`config.mk`:
```
export PLATFORM = sky130hd
export DESIGN_NAME = sec_err_monitor
export DESIGN_NICKNAME = d
export VERILOG_FILES = /design/src/rtl/sec_err_monitor_pkg.sv /design/src/rtl/sec_esc_counter.sv /design/src/rtl/sec_err_monitor.sv
export SDC_FILE = /design/constraint.sdc
export NUM_CORES = 1
export LEC_CHECK = 0
export BUFFER_PORTS_ARGS = -buffer_cell sky130_fd_sc_hd__buf_2
export CORE_AREA = 2 2 39 41
export DETAILED_ROUTE_END_ITERATION = 10
export DIE_AREA = 0 0 41 43
export SETUP_SLACK_MARGIN = 0.3
export SLEW_MARGIN = 20
export SYNTH_ARGS = -nofsm -noshare
export SYNTH_HDL_FRONTEND = slang
export SYNTH_HIERARCHICAL = 1
export SYNTH_SLANG_ARGS = --single-unit
```
`constraint.sdc`:
```
create_clock -name clk -period 1.3 [get_ports clk]
set_clock_uncertainty 0.2 [all_clocks]
set_input_delay 0.13 -clock clk [delete_from_list [all_inputs] [get_ports clk]]
set_output_delay 0.13 -clock clk [all_outputs]
set_load 0.02 [all_outputs]
```
`src/rtl/sec_err_monitor_pkg.sv`:
```
// Shared types and constants for the security error monitor.
package sec_err_monitor_pkg;

    typedef enum logic [1:0] {
        OK    = 2'b00,
        MINOR = 2'b01,
        MAJOR = 2'b10
    } sec_state_e;

    localparam int unsigned NUM_CAUSES = 4;

    // Bit positions inside err_status_o
    localparam int unsigned CAUSE_PC   = 0;
    localparam int unsigned CAUSE_CSR  = 1;
    localparam int unsigned CAUSE_ITF  = 2;
    localparam int unsigned CAUSE_LFSR = 3;

endpackage

```
`src/rtl/sec_esc_counter.sv`:
```
// Escalation window: counts minor events inside a WINDOW_CYCLES window and
// flags escalation combinationally on the event that reaches ESC_THRESHOLD.
module sec_esc_counter
    import sec_err_monitor_pkg::*;
#(
    parameter int unsigned ESC_THRESHOLD = 4,
    parameter int unsigned WINDOW_CYCLES = 1024
) (
    input  logic clk,
    input  logic rst_n,
    input  logic minor_evt_i,
    input  logic freeze_i,
    output logic esc_fire_c_o
);

    localparam int unsigned TW = (WINDOW_CYCLES > 1) ? $clog2(WINDOW_CYCLES) : 1;
    localparam int unsigned CW = $clog2(ESC_THRESHOLD + 1);
    localparam logic [TW-1:0] TIMER_LAST = TW'(WINDOW_CYCLES - 1);
    localparam logic [CW-1:0] CNT_MAX    = CW'(ESC_THRESHOLD);

    logic [TW-1:0] timer_q, timer_d;
    logic [CW-1:0] esc_cnt_q, esc_cnt_d;
    logic          active_q, active_d;
    logic          expire_c;
    logic          new_window_c;
    logic [CW-1:0] cnt_evt_c;

    // Next-state of the window; an event on the expiry cycle opens a new window
    always_comb begin
        timer_d      = timer_q;
        esc_cnt_d    = esc_cnt_q;
        active_d     = active_q;
        expire_c     = active_q && (timer_q == TIMER_LAST);
        new_window_c = !active_q || expire_c;

        if (new_window_c) begin
            cnt_evt_c = CW'(1);
        end else if (esc_cnt_q == CNT_MAX) begin
            cnt_evt_c = CNT_MAX;
        end else begin
            cnt_evt_c = CW'(esc_cnt_q + CW'(1));
        end

        if (!freeze_i) begin
            if (expire_c) begin
                timer_d   = '0;
                esc_cnt_d = '0;
                active_d  = 1'b0;
            end else if (active_q) begin
                timer_d = TW'(timer_q + TW'(1));
            end

            if (minor_evt_i) begin
                esc_cnt_d = cnt_evt_c;
                if (new_window_c) begin
                    active_d = 1'b1;
                    timer_d  = '0;
                end
            end
        end

        esc_fire_c_o = minor_evt_i && !freeze_i && (cnt_evt_c == CNT_MAX);
    end

    always_ff @(posedge clk or negedge rst_n) begin
        if (!rst_n) begin
            timer_q   <= '0;
            esc_cnt_q <= '0;
            active_q  <= 1'b0;
        end else begin
            timer_q   <= timer_d;
            esc_cnt_q <= esc_cnt_d;
            active_q  <= active_d;
        end
    end

endmodule

```
`src/rtl/sec_err_monitor.sv`:
```
// Security error monitor: registered major/minor alerts, sticky cause bits and
// OK/MINOR/MAJOR state. Define SEC_ERR_ESCALATION_EN for minor->major escalation.
module sec_err_monitor
    import sec_err_monitor_pkg::*;
#(
    parameter int unsigned ESC_THRESHOLD = 4,
    parameter int unsigned WINDOW_CYCLES = 1024
) (
    input  logic                  clk,
    input  logic                  rst_n,
    input  logic                  pc_err_i,
    input  logic                  csr_err_i,
    input  logic                  itf_int_err_i,
    input  logic                  lfsr_lockup_i,
    input  logic                  clr_i,
    output logic                  alert_major_o,
    output logic                  alert_minor_o,
    output logic [NUM_CAUSES-1:0] err_status_o,
    output logic [1:0]            state_o
);

    if (ESC_THRESHOLD < 1 || WINDOW_CYCLES < 2) begin : g_cfg_err
        $error("sec_err_monitor: ESC_THRESHOLD must be >= 1 and WINDOW_CYCLES >= 2");
    end

    sec_state_e            state_q, state_d;
    logic                  lfsr_q;
    logic                  alert_major_q, alert_major_d;
    logic                  alert_minor_q, alert_minor_d;
    logic [NUM_CAUSES-1:0] err_status_q, err_status_d;
    logic [NUM_CAUSES-1:0] set_c;
    logic                  minor_evt_c;
    logic                  major_in_c;
    logic                  in_major_c;
    logic                  esc_fire_c;

    assign minor_evt_c = lfsr_lockup_i && !lfsr_q;
    assign major_in_c  = pc_err_i || csr_err_i || itf_int_err_i;
    assign in_major_c  = (state_q == MAJOR);

`ifdef SEC_ERR_ESCALATION_EN
    sec_esc_counter #(
        .ESC_THRESHOLD (ESC_THRESHOLD),
        .WINDOW_CYCLES (WINDOW_CYCLES)
    ) u_esc (
        .clk          (clk),
        .rst_n        (rst_n),
        .minor_evt_i  (minor_evt_c),
        .freeze_i     (in_major_c),
        .esc_fire_c_o (esc_fire_c)
    );
`else
    assign esc_fire_c = 1'b0;
`endif

    // Next-state, sticky status and alert computation
    always_comb begin
        state_d       = state_q;
        alert_major_d = major_in_c || esc_fire_c;
        alert_minor_d = minor_evt_c;

        set_c             = '0;
        set_c[CAUSE_PC]   = pc_err_i;
        set_c[CAUSE_CSR]  = csr_err_i;
        set_c[CAUSE_ITF]  = itf_int_err_i;
        set_c[CAUSE_LFSR] = lfsr_lockup_i;

        // Clear is ignored in MAJOR; a same-cycle set overrides the clear
        if (clr_i && !in_major_c) begin
            err_status_d = set_c;
        end else begin
            err_status_d = err_status_q | set_c;
        end

        if (major_in_c || esc_fire_c) begin
            state_d = MAJOR;
        end else begin
            unique case (state_q)
                OK:      if (minor_evt_c) state_d = MINOR;
                MINOR:   if (clr_i && !minor_evt_c) state_d = OK;
                MAJOR:   state_d = MAJOR;
                default: state_d = MAJOR;
            endcase
        end
    end

    always_ff @(posedge clk or negedge rst_n) begin
        if (!rst_n) begin
            state_q       <= OK;
            lfsr_q        <= 1'b0;
            alert_major_q <= 1'b0;
            alert_minor_q <= 1'b0;
            err_status_q  <= '0;
        end else begin
            state_q       <= state_d;
            lfsr_q        <= lfsr_lockup_i;
            alert_major_q <= alert_major_d;
            alert_minor_q <= alert_minor_d;
            err_status_q  <= err_status_d;
        end
    end

    assign alert_major_o = alert_major_q;
    assign alert_minor_o = alert_minor_q;
    assign err_status_o  = err_status_q;
    assign state_o       = state_q;

endmodule
```
==> flow_summary.toml, run 1 <==
[cells_and_area]
fin_area_um2 = 569
layout_common_cells = "dfrtp_1, buf_6, buf_2"
syn_to_final_growth_pct = 65.5
drive_above_1_share_pct = 58.0
finish.utilization_pct = 41.1
antennaDiodeCount = 0
nNetsFinal = 58

[timing]
maxSlewViolCount = 0
hold_ws_ps = -191
rsz0062_at_grt = "yes"
fmax_ghz = 0.767
finalHoldViolations = 8
slew_headroom_pct = 86.3
fin_ws_ps = -4.45
min_period_ps = 1300
period_share_pct = 100
finalSetupViolCount = 1
worst_pin_slew_ps = 205

[power_and_ir_drop]
static-leakage-power_nw = 0.271
clkPwrFrac_pct = 39.5
p_seq_share_pct = 53.6
p_switching_w = 0.000115
comb_power_share_pct = 7.0
switching_share_pct = 21.5
internal_power_w = 0.000419
peakVddDrop_v = 0.000486
power_density_nw_per_um2 = 938

[route]
drc = 0
ant_nets = 0
via_count = 272
first_iter_violations = 3
via_per_inst = 4.12
wl_um = 704
firstDrtPassIters = 2
wl_per_cell_um = 10.7

[clock_network]
cts_root_buf = "clkbuf_4"
cts_sinks = 9
max-clock-path-buffers = 2
cts_hold_buf = 1
h-tree-depth = 1
cts_tree = "yes"
clk_latency_ps = 250
clk_pin_slew_ps = 60
cts_buffers = 3

[synthesis]
ys.warnings.count = 6
synth.largest_area_cell = "dfrtp_1"
synth_nets = 34
synth_cell_types = 10
netlist_instances = 27
postSynthAreaPerCell_um2 = 12.7
synth_seq_cells = 9
synth_area_um2 = 344
yosysSeqAreaShare_pct = 65.5
synth_top_area_share_pct = 65.5
yosys-top-cells-area = "dfrtp_1, nor2b_1, o221ai_1"

[die]
die_w_um = 41
ios = 15
die_y_um = 43
fp.dieArea_um2 = 1760
num_rows = 14
floorplan.initialDensity_pct = 24.9
coreArea_um2 = 1380

[setup_path]
r2r-start = "state_o[1]"
crit_path_start_kind = "flop"
critPathArrivalTime_ps = 1300
cp_max_fo = 3
required_ps = 1300
reg2reg_slack_ps = -4
cp-startpoint = "state_o[1]"
critPathKind = "reg -> reg"
end_kind = "flop"

[hold_path]
hold_path_class = "in -> reg"
worstHoldStart = "lfsr_lockup_i"

[grt]
grt_use_met3_pct = 3.14
grt_pass1_wl_um = 1180
first_global_vias = 285
grt_overflow = 0
grtUsageTotal_pct = 10.5
global_route.usage.met1_pct = 12.3
busiest_layer = "met2"
antenna_found_initial = 0
use_met2_pct = 15.3
grt_max_degree = 10

[flow_run]
maxCapViolCount = 0

[place]
dpl_cell_area_um2 = 445
pre_cts_slack_ps = 9.87
port_buffers = 14
place_congestion = 0.734

[outcome]
status = "finished, violations left"
violations = "hold timing, setup timing"
-- power groups by stage --
stage / Sequential [W] / Clock (W) / Combinational [W]
after floorplan: 0.000294 / 0 / 0.00000528
after global placement: 0.000290 / 0 / 0.0000316
after detailed placement: 0.000291 / 0 / 0.0000320
after CTS: 0.000286 / 0.000228 / 0.0000383
after global routing: 0.000286 / 0.000238 / 0.0000426
final: 0.000286 / 0.000211 / 0.0000373
-- state kept, by name, indices dropped and copies added, names as in the netlist --
register       cells
state_o            2
alert_minor_o      1
alert_major_o      1
err_status_o       4
lfsr_q             1
-- kinds of logic after synthesis --
family	count (synthesis)	synth area share [%]
flops	9	65.5
simple gates	9	16.7
buf+inv	4	4.36
compound gates	5	13.5
-- synthesized netlist by cell type --
cell	count
dfrtp_1	9
nand2_1	2
inv_1	4
nor2b_1	5
or4_4	1
a211o_2	1
o221ai_1	2
or3_2	1
a211o_1	1
o21ba_1	1
-- path summary, 6_finish.rpt --
path	end	cells past startpoint
setup / recovery	state_o[0]	2
hold reg to reg	alert_minor_o	1
setup reg to reg	state_o[0]	2
min in group asynchronous	err_status_o[0]	2
max in group asynchronous	state_o[1]	2
hold / removal	lfsr_q	1
-- critical path: stages, from the launching register on --
cell	delay [ps]
dfrtp_2	410
or4_4	420
o21ba_4	220
-- through the flow --
step	power [W]	cells	TNS (ps)
after floorplan	0.000300	27	-35.5
after global placement	0.000322	58	0
after detailed placement	0.000323	58	0
after CTS	0.000552	66	-7.32
after global routing	0.000567	66	-28.2
final	0.000534	66	-4.45
-- cell type report --
| type | instances | area, µm² |
|---|---|---|
| clock buffers | 4 | 26.3 |
| multi-input cells | 14 | 121 |
| fillers | 140 | 815 |
| inverters | 4 | 15.0 |
| repair buffers | 19 | 160 |
| flip-flops and latches | 9 | 226 |
| well taps | 16 | 20.0 |
-- layer usage --
layer,vias up,share of wire [%]
met1,125,42
met4,0,0
met5,-,0
met3,0,7.1
met2,10,50
li1,137,-
-- repair_timing --
item | in CTS | in global routing
endpoints found under the setup margin | 14 | 14
buffers inserted | 3 | 0
endpoints found under the hold margin | 17 | 8
pin swaps | 0 | 1
gates resized for setup | 18 | 1
(Power assumes the default switching activity.)
==> run 2, diff against run 1 <==
--- a/config.mk
+++ b/config.mk
@@ -9,7 +9,6 @@
 export CORE_AREA = 2 2 39 41
 export DETAILED_ROUTE_END_ITERATION = 10
 export DIE_AREA = 0 0 41 43
-export SETUP_SLACK_MARGIN = 0.3
 export SLEW_MARGIN = 20
 export SYNTH_ARGS = -nofsm -noshare
 export SYNTH_HDL_FRONTEND = slang
==> constraint.sdc (replaced) <==
create_clock -name clk -period 1.15 [get_ports clk]
set_clock_uncertainty 0.2 [all_clocks]
set_input_delay 0.115 -clock clk [delete_from_list [all_inputs] [get_ports clk]]
set_output_delay 0.115 -clock clk [all_outputs]
set_load 0.02 [all_outputs]
==> run 2 against run 1 <==
The flow still finishes with violations (hold timing, setup timing). Sequential cell count unchanged. Clock power up 15%. First-iteration DRC count down 67%. Sequential power up 13%. Hold slack better by 79 ps. Register-to-register slack worse by 160 ps. Combinational power up 48%. Largest cell class unchanged. Highest routed layer is now met4.
==> flow_summary.toml, run 2 (same netlist as run 1, synthesis figures left out) <==
[setup_path]
cp_max_fo = 3
critPathArrivalTime_ps = 1310
crit_buf_inv = 0
r2r-start = "state_o[1]"
crit_path_top_delay_cell = "or4_4"
path_depth = 2
path_delay_family = "simple AND/OR/NAND/NOR gates"
required_ps = 1150
crit_chain = "or4_4 > o21ba_1"
reg2reg_slack_ps = -160
rr_worst_depth = 2
end_kind = "flop"
critPathKind = "reg -> reg"
r2r-end = "state_o[0]"
crit_path_start_kind = "flop"
critPathMaxStageDelay_ps = 420

[grt]
antenna_found_initial = 0
grtUsageTotal_pct = 10.9
first_global_vias = 307
grt_overflow = 0
grt_max_degree = 10
grt_pass1_wl_um = 1240

[clock_network]
cts_hold_buf = 5
cts_sinks = 9
max-clock-path-buffers = 2
clk_latency_ps = 260
cts_buffers = 3
clk_pin_slew_ps = 60
h-tree-depth = 1
cts_tree = "yes"
cts_root_buf = "clkbuf_4"

[power_and_ir_drop]
peakVddDrop_v = 0.000537
p_seq_share_pct = 52.0
comb_power_share_pct = 8.9
p_total_w = 0.000621
clkPwrFrac_pct = 39.2
switching_share_pct = 21.8
power_density_nw_per_um2 = 1030
internal_power_w = 0.000485
p_switching_w = 0.000135
static-leakage-power_nw = 0.314

[timing]
rsz0062_at_grt = "yes"
period_share_pct = 114
maxSlewViolCount = 0
finalSetupViolCount = 6
fmax_ghz = 0.761
min_period_ps = 1310
fin_ws_ps = -164
tns_ps = -492
hold_ws_ps = -112
finalHoldViolations = 3
worst_pin_slew_ps = 209
slew_headroom_pct = 86.1

[route]
wl_per_cell_um = 10.1
via_per_inst = 4.24
ant_nets = 0
wl_um = 729
first_iter_violations = 1
via_count = 305
drc = 0
firstDrtPassIters = 4

[die]
die_y_um = 43
ios = 15
fp.dieArea_um2 = 1760
die_w_um = 41
floorplan.initialDensity_pct = 24.9
coreArea_um2 = 1380
num_rows = 14

[cells_and_area]
drive_above_1_share_pct = 50.0
nNetsFinal = 64
antennaDiodeCount = 0
instances_no_fill = 72
syn_to_final_growth_pct = 74.9
finish.utilization_pct = 43.5
largest_reg_flops = 4
layout_common_cells = "dfrtp_1, buf_2, buf_6, buf_4, dlygate4sd3_1"

[outcome]
violations = "hold timing, setup timing"
status = "finished, violations left"

[place]
place_congestion = 0.652
post-place-cells = 61
port_buffers = 14

[flow_run]
maxCapViolCount = 0

[hold_path]
holdPathStages = 2
worstHoldStart = "itf_int_err_i"
hold_path_class = "in -> reg"
hold_end = "state_o[1]"
[run 2: worst register-to-register path, cell delays in order (launching register included)]
cell and delay [ps]:
dfrtp_2 410, or4_4 420, o21ba_1 220
[run 2: worst max-delay path by stage]
stage	from	end	slack [ps]
5_1_grt	state_o[1]	state_o[0]	-180
2_1_floorplan	state_o[1]	state_o[0]	-190
3_3_place_gp	state_o[1]	state_o[0]	-130
4_1_cts	state_o[1]	state_o[0]	-160
6_report	state_o[1]	state_o[0]	-160
3_5_place_dp	state_o[1]	state_o[0]	-140
[run 2: per-layer routing]
metal | global-route usage, % | part of all wire [%]
met3 | 3.14 | 8.8
met2 | 14.7 | 46
met5 | 0 | 0
met4 | 8.00 | 0.69
met1 | 14.0 | 44
[run 2: area by class of cell]
class / count / area (µm²)
sequential: 9 / 226
timing repair buffer: 25 / 203
clock buffer: 4 / 26.3
inverter: 4 / 15.0
tap: 16 / 20.0
fill: 141 / 782
multi-input combinational: 14 / 111
[run 2: power by group through the flow]
stage / registers, W / clock network (W) / logic [W]
final: 0.000322 / 0.000243 / 0.0000552
after global placement: 0.000328 / 0 / 0.0000434
after floorplan: 0.000333 / 0 / 0.00000597
after CTS: 0.000322 / 0.000251 / 0.0000567
after detailed placement: 0.000328 / 0 / 0.0000437
after global routing: 0.000323 / 0.000268 / 0.0000624
[run 2: per-stage QoR]
step | setup slack [ps] | instance area (µm²)
6_report | -164 | 602
4_1_cts | -160 | 564
3_5_place_dp | -139 | 468
5_1_grt | -176 | 602
2_1_floorplan | -186 | 348
3_3_place_gp | -126 | 468
[run 2: what timing repair did]
| action | CTS | global route |
|---|---|---|
| setup endpoints to repair | 6 | 10 |
| resized for setup | 4 | 9 |
| hold endpoints to repair | 17 | 3 |
| setup buffers | 1 | 1 |
| pin swaps | 0 | 2 |
| cloned | 0 | 0 |
==> run 3, diff against run 2 <==
--- a/config.mk
+++ b/config.mk
@@ -9,7 +9,8 @@
 export CORE_AREA = 2 2 39 41
 export DETAILED_ROUTE_END_ITERATION = 10
 export DIE_AREA = 0 0 41 43
-export SLEW_MARGIN = 20
+export SKIP_LAST_GASP = 1
+export SLEW_MARGIN = 5
 export SYNTH_ARGS = -nofsm -noshare
 export SYNTH_HDL_FRONTEND = slang
 export SYNTH_HIERARCHICAL = 1
==> constraint.sdc (replaced) <==
create_clock -name clk -period 1.5 [get_ports clk]
set_clock_uncertainty 0.2 [all_clocks]
set_input_delay 0.15 -clock clk [delete_from_list [all_inputs] [get_ports clk]]
set_output_delay 0.15 -clock clk [all_outputs]
set_load 0.02 [all_outputs]
==> run 3 against run 2 <==
The run ends with hold timing left. First-iteration DRC count is the same. Wire length shrank 7.0%. Sequential cell count is the same. Via count shrank 8.2%. Utilization shrank 6.6 points. Die area is the same. Combinational power shrank 35%. Global-route usage shrank 0.95 points. Register-to-register slack gained 340 ps. Critical path type is now in -> reg. Largest power group unchanged.
==> flow_summary.toml, run 3 (same netlist as run 1, synthesis figures left out) <==
[cells_and_area]
nNetsFinal = 58
fin_area_um2 = 510
regArea_um2 = 225
final_common_cell = "buf_2"
largest_reg_flops = 4
instances_no_fill = 66
multi_input_area_um2 = 104
antennaDiodeCount = 0
fill_cells = 142
drive_above_1_share_pct = 40.0
syn_to_final_growth_pct = 48.4
layout_common_cells = "buf_2, dfrtp_1, nor2b_1, dlygate4sd3_1, inv_1"

[grt]
global_route.usage.met1_pct = 9.51
antenna_found_initial = 0
grt_max_degree = 10
grt_use_met3_pct = 3.14
grt_pass1_wl_um = 1090
first_global_vias = 281
grt_overflow = 0
use_met2_pct = 15.3
grtUsageTotal_pct = 9.90
busiest_layer = "met2"

[timing]
maxSlewViolCount = 0
hold_ws_ps = -75.2
worst_pin_slew_ps = 207
tns_ps = 0
period_share_pct = 89.2
finalSetupViolCount = 0
slew_headroom_pct = 86.2
fmax_ghz = 0.747
rsz0062_at_grt = "no"
min_period_ps = 1340
finalHoldViolations = 2

[place]
place_congestion = 0.736
dpl_cell_area_um2 = 434
post-place-cells = 57
port_buffers = 14
dp_hpwl_um = 531

[setup_path]
crit_chain = "buf_2 > or3_2 > dlygate4sd3_1"
critPathArrivalTime_ps = 1280
critPathKind = "in -> reg"
crit_path_start_kind = "primary input"
required_ps = 1440
end_kind = "flop"
cp_max_fo = 3
crit_path_top_delay_cell = "dlygate4sd3_1"
critPathMaxStageDelay_ps = 560

[die]
num_rows = 14
floorplan.initialDensity_pct = 24.9
die_w_um = 41
die_y_um = 43
ios = 15
fp.dieArea_um2 = 1760
coreArea_um2 = 1380

[power_and_ir_drop]
static-leakage-power_nw = 0.254
power_density_nw_per_um2 = 907
peakVddDrop_v = 0.000256
internal_power_w = 0.000367
comb_power_share_pct = 7.8
p_switching_w = 0.0000963
clkPwrFrac_pct = 38.8
p_total_w = 0.000463
p_seq_share_pct = 53.4
switching_share_pct = 20.8

[outcome]
violations = "hold timing"
status = "finished, violations left"

[route]
wl_um = 678
ant_nets = 0
via_count = 280
first_iter_violations = 1
via_per_inst = 4.24
drc = 0
firstDrtPassIters = 3
wl_per_cell_um = 10.3

[clock_network]
h-tree-depth = 1
max-clock-path-buffers = 2
cts_hold_buf = 5
cts_sinks = 9
cts_resized = 0
clk_latency_ps = 250
post-cts-setup-buffers = 0
cts_tree = "yes"
cts_root_buf = "clkbuf_4"
clk_pin_slew_ps = 60
cts_buffers = 3

[flow_run]
maxCapViolCount = 0

[hold_path]
hold_path_class = "in -> reg"
[run 3: layout make-up]
| cell class | instances | share of cell area [%] |
|---|---|---|
| sequential | 9 | 44.1 |
| timing repair buffer | 19 | 23.5 |
| multi-input combinational | 14 | 20.3 |
| clock buffer | 4 | 5.15 |
| tap | 16 | 3.92 |
| inverter | 4 | 2.94 |
[run 3: worst max-delay path: cells and delay by family]
| family | cells | cell delay [ps] |
|---|---|---|
| buf+inv | 2 | 670 |
| simple gates | 1 | 460 |
[run 3: worst paths after layout]
kind | start | to | slack [ps] | cells after the start
max in group asynchronous | rst_n | err_status_o[3] | 850 | 2
min in group asynchronous | rst_n | alert_major_o | 70 | 2
setup reg to reg | state_o[1] | state_o[0] | 180 | 2
setup / recovery | itf_int_err_i | alert_major_o | 160 | 3
hold reg to reg | lfsr_q | alert_minor_o | 200 | 1
hold / removal | itf_int_err_i | err_status_o[2] | -80 | 2
[run 3: routing by layer]
layer	up-vias	wire, µm	part of all wire (%)
met2	7	389	57
li1	139	-	-
met4	0	14	2.1
met1	132	249	37
met3	2	24	3.5
met5	-	0	0
[run 3: power groups by stage]
stage	clock, W	combinational (W)	sequential [W]
after CTS	0.000188	0.0000367	0.000247
final	0.000180	0.0000361	0.000247
after global placement	0	0.0000275	0.000252
after floorplan	0	0.00000458	0.000255
after global routing	0.000206	0.0000399	0.000248
after detailed placement	0	0.0000274	0.000252
[run 3: through the flow]
step / util [%] / setup WS, ps
floorplan: - / 140
finish: 36.9 / 162
detailed placement: 31.4 / 203
global route: 36.9 / 138
global placement: 31.4 / 210
CTS: 36.9 / 167
